[src/rtl/knob_scanner_pkg.sv]
// Shared constants, control index map and ADC addressing for the front-panel pot scanner.
package knob_pkg;

    localparam int unsigned NUM_KNOBS      = 12;
    localparam int unsigned KNOB_W         = 10;
    localparam int unsigned ADC_FRAME_BITS = 17;

    localparam logic [3:0] VOLUME           = 4'd0;
    localparam logic [3:0] PITCH            = 4'd1;
    localparam logic [3:0] DELAY_WET        = 4'd2;
    localparam logic [3:0] DELAY_RATE       = 4'd3;
    localparam logic [3:0] DELAY_FEEDBACK   = 4'd4;
    localparam logic [3:0] REVERB_WET       = 4'd5;
    localparam logic [3:0] REVERB_SIZE      = 4'd6;
    localparam logic [3:0] REVERB_FEEDBACK  = 4'd7;
    localparam logic [3:0] FILTER_QUALITY   = 4'd8;
    localparam logic [3:0] FILTER_CUTOFF    = 4'd9;
    localparam logic [3:0] DISTORTION_DRIVE = 4'd10;
    localparam logic [3:0] CRUSH_PRESSURE   = 4'd11;

    typedef struct packed {
        logic       adc_sel;
        logic [2:0] channel;
    } adc_addr_t;

    // Indices 0-7 sit on ADC0 channels 0-7, indices 8-11 on ADC1 channels 0-3.
    function automatic adc_addr_t knob_addr(input logic [3:0] idx);
        adc_addr_t a;
        a.adc_sel = (idx >= 4'd8);
        a.channel = idx[2:0];
        return a;
    endfunction

endpackage

[src/rtl/knob_scanner_if.sv]
// SPI pin bundle between the pot scanner and the two front-panel ADCs.
interface knob_scanner_if;
    logic cipo;
    logic copi;
    logic dclk;
    logic cs0;
    logic cs1;

    modport master (input cipo, output copi, output dclk, output cs0, output cs1);
    modport slave  (output cipo, input copi, input dclk, input cs0, input cs1);
endinterface

[src/rtl/knob_scanner_spi_adc_frame.sv]
// One MCP3008-style single-ended conversion frame (SPI mode 0,0): CS setup, 17 dclk
// periods, CS hold. A pending start at the end of the hold chains straight into the next frame.
module spi_adc_frame
    import knob_pkg::*;
#(
    parameter int unsigned CLK_DIV = 25
) (
    input  logic              clk,
    input  logic              rst_n,
    input  logic              start,
    input  adc_addr_t         addr,
    output logic              busy,
    output logic              done,
    output logic [KNOB_W-1:0] result,
    knob_scanner_if.master    spi
);

    localparam logic [1:0] IDLE     = 2'd0;
    localparam logic [1:0] CS_SETUP = 2'd1;
    localparam logic [1:0] SHIFT    = 2'd2;
    localparam logic [1:0] CS_HOLD  = 2'd3;

    localparam int unsigned      DIV_W        = $clog2(2 * CLK_DIV);
    localparam logic [DIV_W-1:0] HALF_END     = DIV_W'(CLK_DIV - 1);
    localparam logic [DIV_W-1:0] FULL_END     = DIV_W'(2 * CLK_DIV - 1);
    localparam logic [4:0]       LAST_BIT     = 5'(ADC_FRAME_BITS - 1);
    localparam logic [4:0]       SAMPLE_FIRST = 5'(ADC_FRAME_BITS - KNOB_W);

    logic [1:0]        state;
    logic [DIV_W-1:0]  div_cnt;
    logic [4:0]        bit_cnt;
    logic [3:0]        cmd;
    logic [KNOB_W-1:0] shreg;
    logic              copi, dclk, cs0, cs1;
    logic              launch;

    assign launch = start && ((state == IDLE) || ((state == CS_HOLD) && (div_cnt == FULL_END)));
    assign busy   = (state != IDLE);
    assign result = shreg;

    assign spi.copi = copi;
    assign spi.dclk = dclk;
    assign spi.cs0  = cs0;
    assign spi.cs1  = cs1;

    always_ff @(posedge clk or negedge rst_n) begin
        if (!rst_n) begin
            state   <= IDLE;
            div_cnt <= '0;
            bit_cnt <= '0;
            cmd     <= '0;
            shreg   <= '0;
            copi    <= 1'b0;
            dclk    <= 1'b0;
            cs0     <= 1'b1;
            cs1     <= 1'b1;
            done    <= 1'b0;
        end else begin
            done <= 1'b0;
            case (state)
                CS_SETUP: begin
                    if (div_cnt == HALF_END) begin
                        state   <= SHIFT;
                        div_cnt <= '0;
                        bit_cnt <= '0;
                    end else begin
                        div_cnt <= div_cnt + 1'b1;
                    end
                end
                SHIFT: begin
                    // cipo is captured on the same edge that raises dclk
                    if (div_cnt == HALF_END) begin
                        dclk <= 1'b1;
                        if (bit_cnt >= SAMPLE_FIRST)
                            shreg <= {shreg[KNOB_W-2:0], spi.cipo};
                    end
                    if (div_cnt == FULL_END) begin
                        div_cnt <= '0;
                        dclk    <= 1'b0;
                        copi    <= cmd[3];
                        cmd     <= {cmd[2:0], 1'b0};
                        if (bit_cnt == LAST_BIT) begin
                            state <= CS_HOLD;
                            cs0   <= 1'b1;
                            cs1   <= 1'b1;
                            copi  <= 1'b0;
                            done  <= 1'b1;
                        end else begin
                            bit_cnt <= bit_cnt + 1'b1;
                        end
                    end else begin
                        div_cnt <= div_cnt + 1'b1;
                    end
                end
                CS_HOLD: begin
                    if (div_cnt == FULL_END) begin
                        div_cnt <= '0;
                        state   <= IDLE;
                    end else begin
                        div_cnt <= div_cnt + 1'b1;
                    end
                end
                default: ;
            endcase

            // Start bit goes out immediately; the remaining command bits follow on falling edges.
            if (launch) begin
                state   <= CS_SETUP;
                div_cnt <= '0;
                cmd     <= {1'b1, addr.channel};
                copi    <= 1'b1;
                cs0     <= addr.adc_sel;
                cs1     <= ~addr.adc_sel;
            end
        end
    end

endmodule

[src/rtl/knob_scanner.sv]
// Round-robin scanner for the 12 front-panel potentiometers over two SPI ADCs.
// Optional build macro KNOB_HYST_EN: suppress updates that move a value by less than 2 LSB.
module knob_scanner
    import knob_pkg::*;
#(
    parameter int unsigned CLK_DIV = 25
) (
    input  logic                               clk,
    input  logic                               rst,
    input  logic                               scan_en,
    knob_scanner_if.master                     spi,
    output logic [NUM_KNOBS-1:0][KNOB_W-1:0]   knobs,
    output logic                               knob_valid,
    output logic [3:0]                         knob_idx,
    output logic                               scan_done
);

    if (CLK_DIV < 2) begin : g_div_check
        $error("knob_scanner: CLK_DIV must be at least 2");
    end

    logic [1:0]        rst_sync;
    logic              rst_n_i;
    logic [3:0]        idx;
    adc_addr_t         addr;
    logic              busy;
    logic              done;
    logic [KNOB_W-1:0] result;
    logic              upd;

    // Assert passes straight through; release is delayed two clocks.
    always_ff @(posedge clk or negedge rst) begin
        if (!rst) rst_sync <= '0;
        else      rst_sync <= {rst_sync[0], 1'b1};
    end
    assign rst_n_i = rst_sync[1];

    assign addr = knob_addr(idx);

`ifdef KNOB_HYST_EN
    logic signed [KNOB_W:0] diff;
    assign diff = $signed({1'b0, result}) - $signed({1'b0, knobs[idx]});
    assign upd  = (diff >= 11'sd2) || (diff <= -11'sd2);
`else
    assign upd = 1'b1;
`endif

    spi_adc_frame #(.CLK_DIV(CLK_DIV)) u_frame (
        .clk    (clk),
        .rst_n  (rst_n_i),
        .start  (scan_en),
        .addr   (addr),
        .busy   (busy),
        .done   (done),
        .result (result),
        .spi    (spi)
    );

    // idx advances during the hold so the chained frame picks up the next channel's address.
    always_ff @(posedge clk or negedge rst_n_i) begin
        if (!rst_n_i) begin
            idx        <= '0;
            knobs      <= '0;
            knob_valid <= 1'b0;
            knob_idx   <= '0;
            scan_done  <= 1'b0;
        end else begin
            knob_valid <= 1'b0;
            scan_done  <= 1'b0;
            if (!busy) begin
                idx <= '0;
            end else if (done) begin
                if (upd) begin
                    knobs[idx] <= result;
                    knob_valid <= 1'b1;
                end
                knob_idx  <= idx;
                scan_done <= (idx == 4'(NUM_KNOBS - 1));
                idx       <= (idx == 4'(NUM_KNOBS - 1)) ? '0 : idx + 4'd1;
            end
        end
    end

endmodule
[src/flat_wrapper.sv]
// flat-port wrapper written by rule: the top's interface ports become plain ports
module knob_scanner_flat import knob_pkg::*;
#(
    parameter int unsigned CLK_DIV = 25
)
  (clk, rst, scan_en, knobs, knob_valid, knob_idx, scan_done, spi_cipo, spi_copi, spi_dclk, spi_cs0, spi_cs1);
  knob_scanner_if spi_i ();
  input  logic clk;
  input  logic rst;
  input  logic scan_en;
  output logic [NUM_KNOBS-1:0][KNOB_W-1:0] knobs;
  output logic knob_valid;
  output logic [3:0] knob_idx;
  output logic scan_done;
  input wire logic [$bits(spi_i.cipo)-1:0] spi_cipo;
  output wire logic [$bits(spi_i.copi)-1:0] spi_copi;
  output wire logic [$bits(spi_i.dclk)-1:0] spi_dclk;
  output wire logic [$bits(spi_i.cs0)-1:0] spi_cs0;
  output wire logic [$bits(spi_i.cs1)-1:0] spi_cs1;
  assign spi_i.cipo = spi_cipo;
  assign spi_copi = spi_i.copi;
  assign spi_dclk = spi_i.dclk;
  assign spi_cs0 = spi_i.cs0;
  assign spi_cs1 = spi_i.cs1;
  knob_scanner #(.CLK_DIV(CLK_DIV)) u_core (.clk(clk), .rst(rst), .scan_en(scan_en), .spi(spi_i), .knobs(knobs), .knob_valid(knob_valid), .knob_idx(knob_idx), .scan_done(scan_done));
endmodule
[config.mk]
export PLATFORM = sky130hd
export DESIGN_NAME = knob_scanner_flat
export DESIGN_NICKNAME = d
export VERILOG_FILES = /design/src/rtl/knob_scanner_pkg.sv /design/src/rtl/knob_scanner_if.sv /design/src/rtl/knob_scanner_spi_adc_frame.sv /design/src/rtl/knob_scanner.sv /design/src/flat_wrapper.sv
export SDC_FILE = /design/constraint.sdc
export NUM_CORES = 1
export LEC_CHECK = 0
export ABC_AREA = 1
export CORE_AREA = 2 2 134 123
export DETAILED_ROUTE_END_ITERATION = 10
export DIE_AREA = 0 0 136 125
export HOLD_SLACK_MARGIN = 0.02
export PLACE_DENSITY_LB_ADDON = 0.2
export SETUP_SLACK_MARGIN = 0.1
export SLEW_MARGIN = 20
export SYNTH_ARGS = -nofsm -noshare
export SYNTH_HDL_FRONTEND = slang
export SYNTH_SLANG_ARGS = --single-unit
[constraint.sdc]
create_clock -name clk -period 6.2 [get_ports clk]
set_input_delay 0.93 -clock clk [delete_from_list [all_inputs] [get_ports clk]]
set_output_delay 0.93 -clock clk [all_outputs]
set_load 0.1 [all_outputs]
==> flow_metrics.py, run 1 <==
metrics = {
    "sta": {
        "finalHoldViolations": 0,
        "setup_tns_ns": 0,
        "hold_slack_ns": 0.3077,
        "fmax_mhz": 333.2,
        "slew_headroom_pct": 29.01,
        "rsz0062_at_grt": "no",
        "skew_ns": 0.008379,
        "drv_slew": 0,
        "setup_viol": 0,
        "fin_crit_ns": 3.002,
        "tightestPinTransition_ns": 1.064,
        "post-route-period-util_pct": 48.41,
        "fin_ws_ns": 3.198,
    },
    "critical_path": {
        "critical-path-top-delay-family": "buffers and inverters",
        "worst_path_largest_cell_delay_ns": 1.12,
        "timing_worst_setup_path_type": "flop to output port",
        "worst_path_max_delay_cell": "clkdlybuf4s50_1",
        "crit_buf_inv": 1,
        "r2r_setup_slack_ns": 3.87,
        "cp.arrival_ns": 2.07,
        "end_kind": "output port",
        "worst_setup_path_start_kind": "flop",
        "reg2reg_depth": 9,
        "required_ns": 5.27,
        "worstPathMaxFanout": 2,
        "path_cells": "clkdlybuf4s50_1",
        "r2r-start": "u_core.u_frame.state[0]",
        "r2r-end": "u_core.knobs[44]",
    },
    "cts": {
        "htreeDepth": 4,
        "cts_max_path_buffers": 2,
        "clk_root_buffer_cell": "clkbuf_16",
        "cts_tree": "built",
        "cts_resized": 0,
        "clk_latency_ns": 0.42,
        "cts_made_buffers": 17,
        "numClockSinks": 164,
        "cts.clk_slew.worst_paths_ns": 0.06,
        "post-cts-setup-buffers": 0,
        "cts_hold_buf": 0,
    },
    "layout": {
        "final_util_pct": 55.80,
        "final_area_um2": 8786,
        "stdcell_count": 1018,
        "layout-drive-gt1-share_pct": 13.69,
        "num_antenna_cells": 0,
        "fin_nets": 816,
        "area_growth_pct": 28.02,
    },
    "global_routing": {
        "grt_usage_pct": 20.12,
        "overflow": 0,
        "antenna_found_initial": 0,
        "grt_pass1_wl_um": 26100,
        "first_global_vias": 4920,
        "grt_max_degree": 70,
    },
    "yosys": {
        "syn_nets": 703,
        "ys_ff_latch": 164,
        "yosysUniqueCellTypes": 39,
        "synthCells": 685,
        "yosysSeqAreaShare_pct": 59.84,
        "yosys_warnings": 0,
        "syn_area_um2": 6863,
        "syn_area_per_cell_um2": 10.02,
    },
    "floorplanning": {
        "io_pins": 134,
        "die_area_um2": 17000,
        "row_count": 44,
        "fp.dieH_um": 125,
        "start_util_pct": 43.59,
        "core-area_um2": 15750,
        "die_x_um": 136,
    },
    "run_status": {
        "status": "finished, final reports clean",
    },
    "place": {
        "port_buffers": 133,
        "gp_congestion": 0.8548,
        "hpwlAfterDp_um": 11040,
        "dpl.cell_count": 986,
        "post-place-ws_ns": 3.639,
        "place_area_um2": 8210,
    },
    "route": {
        "wl_per_cell_um": 16.13,
        "drc": 0,
        "drt_iter0_drc": 323,
        "antenna_left": 0,
        "drt_first_pass_iters": 5,
        "wl_um": 16420,
        "vias": 5049,
        "via_per_inst": 4.960,
    },
    "power": {
        "leakagePower_nw": 4.000,
        "design_power_total_mw": 2.115,
        "peakVddDrop_v": 0.0002314,
        "power.density_nw_per_um2": 240.7,
    },
    "min_path": {
        "hold_path_class": "flop to async pin",
    },
    "run": {
        "drv_cap": 0,
    },
}
worst max-delay path by stage:
stage,start,endpoint,slack (ns),cells past startpoint
2_1_floorplan,u_core.rst_sync[1],u_core.idx[0],1.30,0
3_3_place_gp,u_core.u_frame.spi.cs1,spi_cs1,3.64,1
3_5_place_dp,u_core.u_frame.spi.cs0,spi_cs0,3.64,1
4_1_cts,u_core.u_frame.spi.cs0,spi_cs0,3.18,1
5_1_grt,u_core.u_frame.spi.cs1,spi_cs1,3.16,1
6_report,u_core.u_frame.spi.cs1,spi_cs1,3.20,1
state kept, by name, indices dropped and copies added, names as in the netlist, 2 cells and up:
signal                  flops
u_core.u_frame.state        2
u_core.u_frame.result      10
u_core.idx                  4
u_core.knobs              120
u_core.u_frame.cmd          4
u_core.rst_sync             2
u_core.u_frame.bit_cnt      5
u_core.knob_idx             4
u_core.u_frame.div_cnt      6
cell usage after synthesis:
| master | instances | area share [%] |
|---|---|---|
| or2_2 | 3 | 0.27 |
| nor2_1 | 99 | 5.4 |
| xor2_1 | 4 | 0.51 |
| inv_2 | 4 | 0.22 |
| nand3_4 | 1 | 0.26 |
| inv_4 | 1 | 0.091 |
| o21ai_2 | 11 | 1.4 |
| a21oi_2 | 20 | 2.6 |
| buf_4 | 8 | 0.88 |
| o21ai_1 | 26 | 1.9 |
| nand2_1 | 111 | 6.1 |
| clkbuf_1 | 11 | 0.60 |
| o22ai_1 | 2 | 0.18 |
| nand4_2 | 1 | 0.18 |
| buf_8 | 1 | 0.22 |
| nand4_1 | 2 | 0.18 |
| clkinv_1 | 1 | 0.055 |
| conb_1 | 1 | 0.055 |
| nand3_1 | 24 | 1.8 |
| nor2_8 | 1 | 0.29 |
| buf_6 | 5 | 0.82 |
| a211oi_1 | 1 | 0.11 |
| dfstp_2 | 2 | 0.77 |
| dfrtp_1 | 162 | 59 |
| nand2_2 | 9 | 0.82 |
| nand3_2 | 2 | 0.29 |
| clkbuf_2 | 3 | 0.22 |
| clkinv_2 | 1 | 0.073 |
| buf_2 | 12 | 0.88 |
| nor3_2 | 1 | 0.15 |
| o21ai_0 | 29 | 2.1 |
| inv_1 | 29 | 1.6 |
| a21oi_1 | 64 | 4.7 |
| nor2_4 | 7 | 1.1 |
| nor2_2 | 4 | 0.36 |
| nand2_4 | 6 | 0.98 |
| ha_1 | 14 | 2.6 |
| clkbuf_8 | 1 | 0.20 |
| o211ai_1 | 1 | 0.11 |
kinds of logic (layout without fill, tap and decap cells):
group / after synthesis / count (layout) / share of synthesized area (%)
AOI/OAI and AO/OA: 154 / 154 / 13.04
xor gates and xnor gates: 4 / 4 / 0.5104
adders and majority gates: 14 / 14 / 2.552
buffers and inverters: 77 / 203 / 5.834
DFF: 164 / 164 / 59.84
other: 1 / 1 / 0.05464
and+or+nand+nor: 271 / 271 / 18.18
per-layer routing:
layer / up-vias / GRT usage, % / wire length [µm]
met4: 0 / 6.434 / 195
met3: 15 / 4.704 / 875
li1: 2450 / - / -
met5: - / 0 / 0
met1: 2449 / 27.95 / 7614
met2: 135 / 31.42 / 7730
where the power goes:
| group | switching [mW] | internal, mW | total [mW] | leakage [nW] |
|---|---|---|---|---|
| Clock | 0.451 | 0.563 | 1.01 | 0.276 |
| Combinational | 0.0212 | 0.00370 | 0.0249 | 1.50 |
| Sequential | 0.00502 | 1.07 | 1.08 | 2.23 |
cell usage in the layout (no fill, tap or decap), drive strengths merged, types with 2 or more instances in the layout:
cell           synthesis  layout
clkbuf                15      17
clkinv                 2       7
ha                    14      14
nor2                 111     111
nand3                 27      27
buf                   26       2
clkinvlp               0       3
a21oi                 84      84
or2                    3       3
dfrtp                162     162
xor2                   4       4
inv                   34      40
nand2                126     126
dfstp                  2       2
o22ai                  2       2
o21ai                 66      66
clkdlybuf4s50          0     133
nand4                  3       3
area by class of cell:
| class | count | area, µm² |
|---|---|---|
| multi-input combinational | 444 | 2361 |
| timing repair buffer | 135 | 1346 |
| inverter | 36 | 138.9 |
| tap | 207 | 259.0 |
| clock inverter | 15 | 145.1 |
| sequential | 164 | 4110 |
| fill | 1404 | 6959 |
| clock buffer | 17 | 425.4 |
Note: power is estimated with default switching activity, not from simulation.
==> run 2: changes to the inputs <==
==> constraint.sdc (replaced) <==
create_clock -name clk -period 2.5 [get_ports clk]
set_input_delay 0.375 -clock clk [delete_from_list [all_inputs] [get_ports clk]]
set_output_delay 0.375 -clock clk [all_outputs]
set_load 0.1 [all_outputs]
==> flow_metrics.py, run 2 (synthesized netlist as in run 1, its figures left out) <==
metrics = {
    "layout": {
        "stdcell_count": 1023,
        "area_growth_pct": 24.36,
        "final_area_um2": 8534,
        "num_antenna_cells": 0,
        "fin_nets": 824,
        "largest_reg_flops": 120,
        "layout_commonest_cell": "dfrtp_1",
        "layout-drive-gt1-share_pct": 29.66,
        "final_cell_mix": "dfrtp_1 (161), buf_4 (138), nand2_1 (111), nor2_1 (99), a21oi_1 (64)",
        "fill_cells": 1443,
        "top_register": "u_core.knobs",
    },
    "floorplanning": {
        "start_util_pct": 43.59,
        "fp.dieH_um": 125,
        "io_pins": 134,
        "die_area_um2": 17000,
        "die_x_um": 136,
        "core-area_um2": 15750,
        "row_count": 44,
    },
    "route": {
        "drc": 0,
        "via_per_inst": 4.890,
        "antenna_left": 0,
        "drt_first_pass_iters": 5,
        "wl_um": 16230,
        "vias": 5002,
        "wl_per_cell_um": 15.86,
        "drt_iter0_drc": 257,
    },
    "place": {
        "gp_congestion": 0.7913,
        "dpl.cell_count": 994,
        "hpwlAfterDp_um": 11130,
        "port_buffers": 133,
        "post-place-ws_ns": 0.4592,
        "place_area_um2": 7970,
    },
    "critical_path": {
        "worstPathMaxFanout": 20,
        "path_cells": "inv_1, ha_1, inv_1, nor2_2, nand2_2, nand2_1, o21ai_2",
        "r2r-end": "u_core.u_frame.result[7]",
        "cp.arrival_ns": 2.33,
        "setup.worst_path.end": "u_core.u_frame.result[7]",
        "crit_start": "u_core.u_frame.state[0]",
        "required_ns": 2.78,
        "end_kind": "flop",
        "r2r_setup_slack_ns": 0.45,
        "crit_path_frequent_cell": "inv_1",
        "worst_setup_path_start_kind": "flop",
        "worst_path_max_delay_cell": "dfrtp_1",
        "r2r-start": "u_core.u_frame.state[0]",
        "worst_path_largest_cell_delay_ns": 0.43,
        "timing_worst_setup_path_type": "flop to flop",
        "reg2reg_depth": 7,
    },
    "sta": {
        "setup_viol": 0,
        "rsz0062_at_grt": "no",
        "slew_headroom_pct": 45.03,
        "drv_slew": 0,
        "fin_crit_ns": 2.049,
        "finalHoldViolations": 0,
        "post-route-period-util_pct": 81.98,
        "setup_tns_ns": 0,
        "fmax_mhz": 487.9,
        "fin_ws_ns": 0.4506,
        "skew_ns": 0.007429,
        "tightestPinTransition_ns": 0.8236,
    },
    "power": {
        "peakVddDrop_v": 0.0004700,
        "leakagePower_nw": 4.312,
        "power.density_nw_per_um2": 614.8,
    },
    "global_routing": {
        "grt_usage_pct": 19.92,
        "overflow": 0,
        "first_global_vias": 4826,
        "grt_pass1_wl_um": 25920,
        "antenna_found_initial": 0,
        "grt_max_degree": 46,
    },
    "run_status": {
        "status": "finished, final reports clean",
    },
    "cts": {
        "cts_made_buffers": 17,
        "cts_max_path_buffers": 2,
        "clk_latency_ns": 0.42,
        "clk_root_buffer_cell": "clkbuf_16",
        "htreeDepth": 4,
        "cts_resized": 0,
        "cts.clk_slew.worst_paths_ns": 0.06,
        "cts_tree": "built",
        "post-cts-setup-buffers": 0,
        "cts_hold_buf": 0,
        "numClockSinks": 164,
    },
    "run": {
        "drv_cap": 0,
    },
    "min_path": {
        "hold_path_class": "input pin to async pin",
    },
}
-- run 2: critical path: cells and delay by family (launching register included) --
kind	cells	cell delay, ns
adder cells (fa/ha/maj)	1	0.40
buffers and inverters	2	0.36
AO/OA/AOI/OAI	1	0.07
flip-flops	1	0.43
AND/OR/NAND/NOR	3	0.65
-- run 2: final cells by class --
| cell class | instances | area, µm² | share of cell area, % |
|---|---|---|---|
| clock inverter | 8 | 103.9 | 1.217 |
| tap | 207 | 259.0 | 3.035 |
| clock buffer | 21 | 460.4 | 5.395 |
| inverter | 36 | 138.9 | 1.627 |
| timing repair buffer | 143 | 1106 | 12.96 |
| sequential | 164 | 4110 | 48.16 |
| multi-input combinational | 444 | 2356 | 27.61 |
-- run 2: stage by stage --
step                hold WS [ns]  util (%)  power (mW)
finish                    0.1235     54.20       5.247
detailed placement        0.2310     50.62       2.793
global placement          0.2266     50.62       2.790
global route              0.1184     54.20       5.418
floorplan                0.07941         -       2.758
CTS                       0.1140     54.20       5.301
-- run 2: worst min path at each step --
stage	endpoint	slack, ns	startpoint	depth (start not counted)
floorplan	u_core.rst_sync[0]	0.08	rst	0
global placement	u_core.u_frame.div_cnt[5]	0.23	u_core.rst_sync[1]	0
detailed placement	u_core.u_frame.div_cnt[0]	0.23	u_core.rst_sync[1]	0
CTS	u_core.rst_sync[0]	0.11	rst	1
global route	u_core.rst_sync[0]	0.12	rst	1
finish	u_core.rst_sync[0]	0.12	rst	1
-- run 2: layer usage --
| metal | part of all wire (%) | track usage, % | wire [µm] | up-vias |
|---|---|---|---|---|
| met5 | 0 | 0 | 0 | - |
| met1 | 45 | 27.44 | 7361 | 2415 |
| li1 | - | - | - | 2457 |
| met4 | 1.0 | 5.331 | 165 | 0 |
| met2 | 48 | 31.07 | 7761 | 117 |
| met3 | 5.8 | 5.718 | 939 | 13 |
-- run 2: power breakdown --
group          total (mW)  switching [mW]  internal (mW)
combinational      0.0746          0.0590         0.0156
sequential           2.67         0.00777           2.66
clock                2.51           0.998           1.51
total                5.25            1.06           4.18
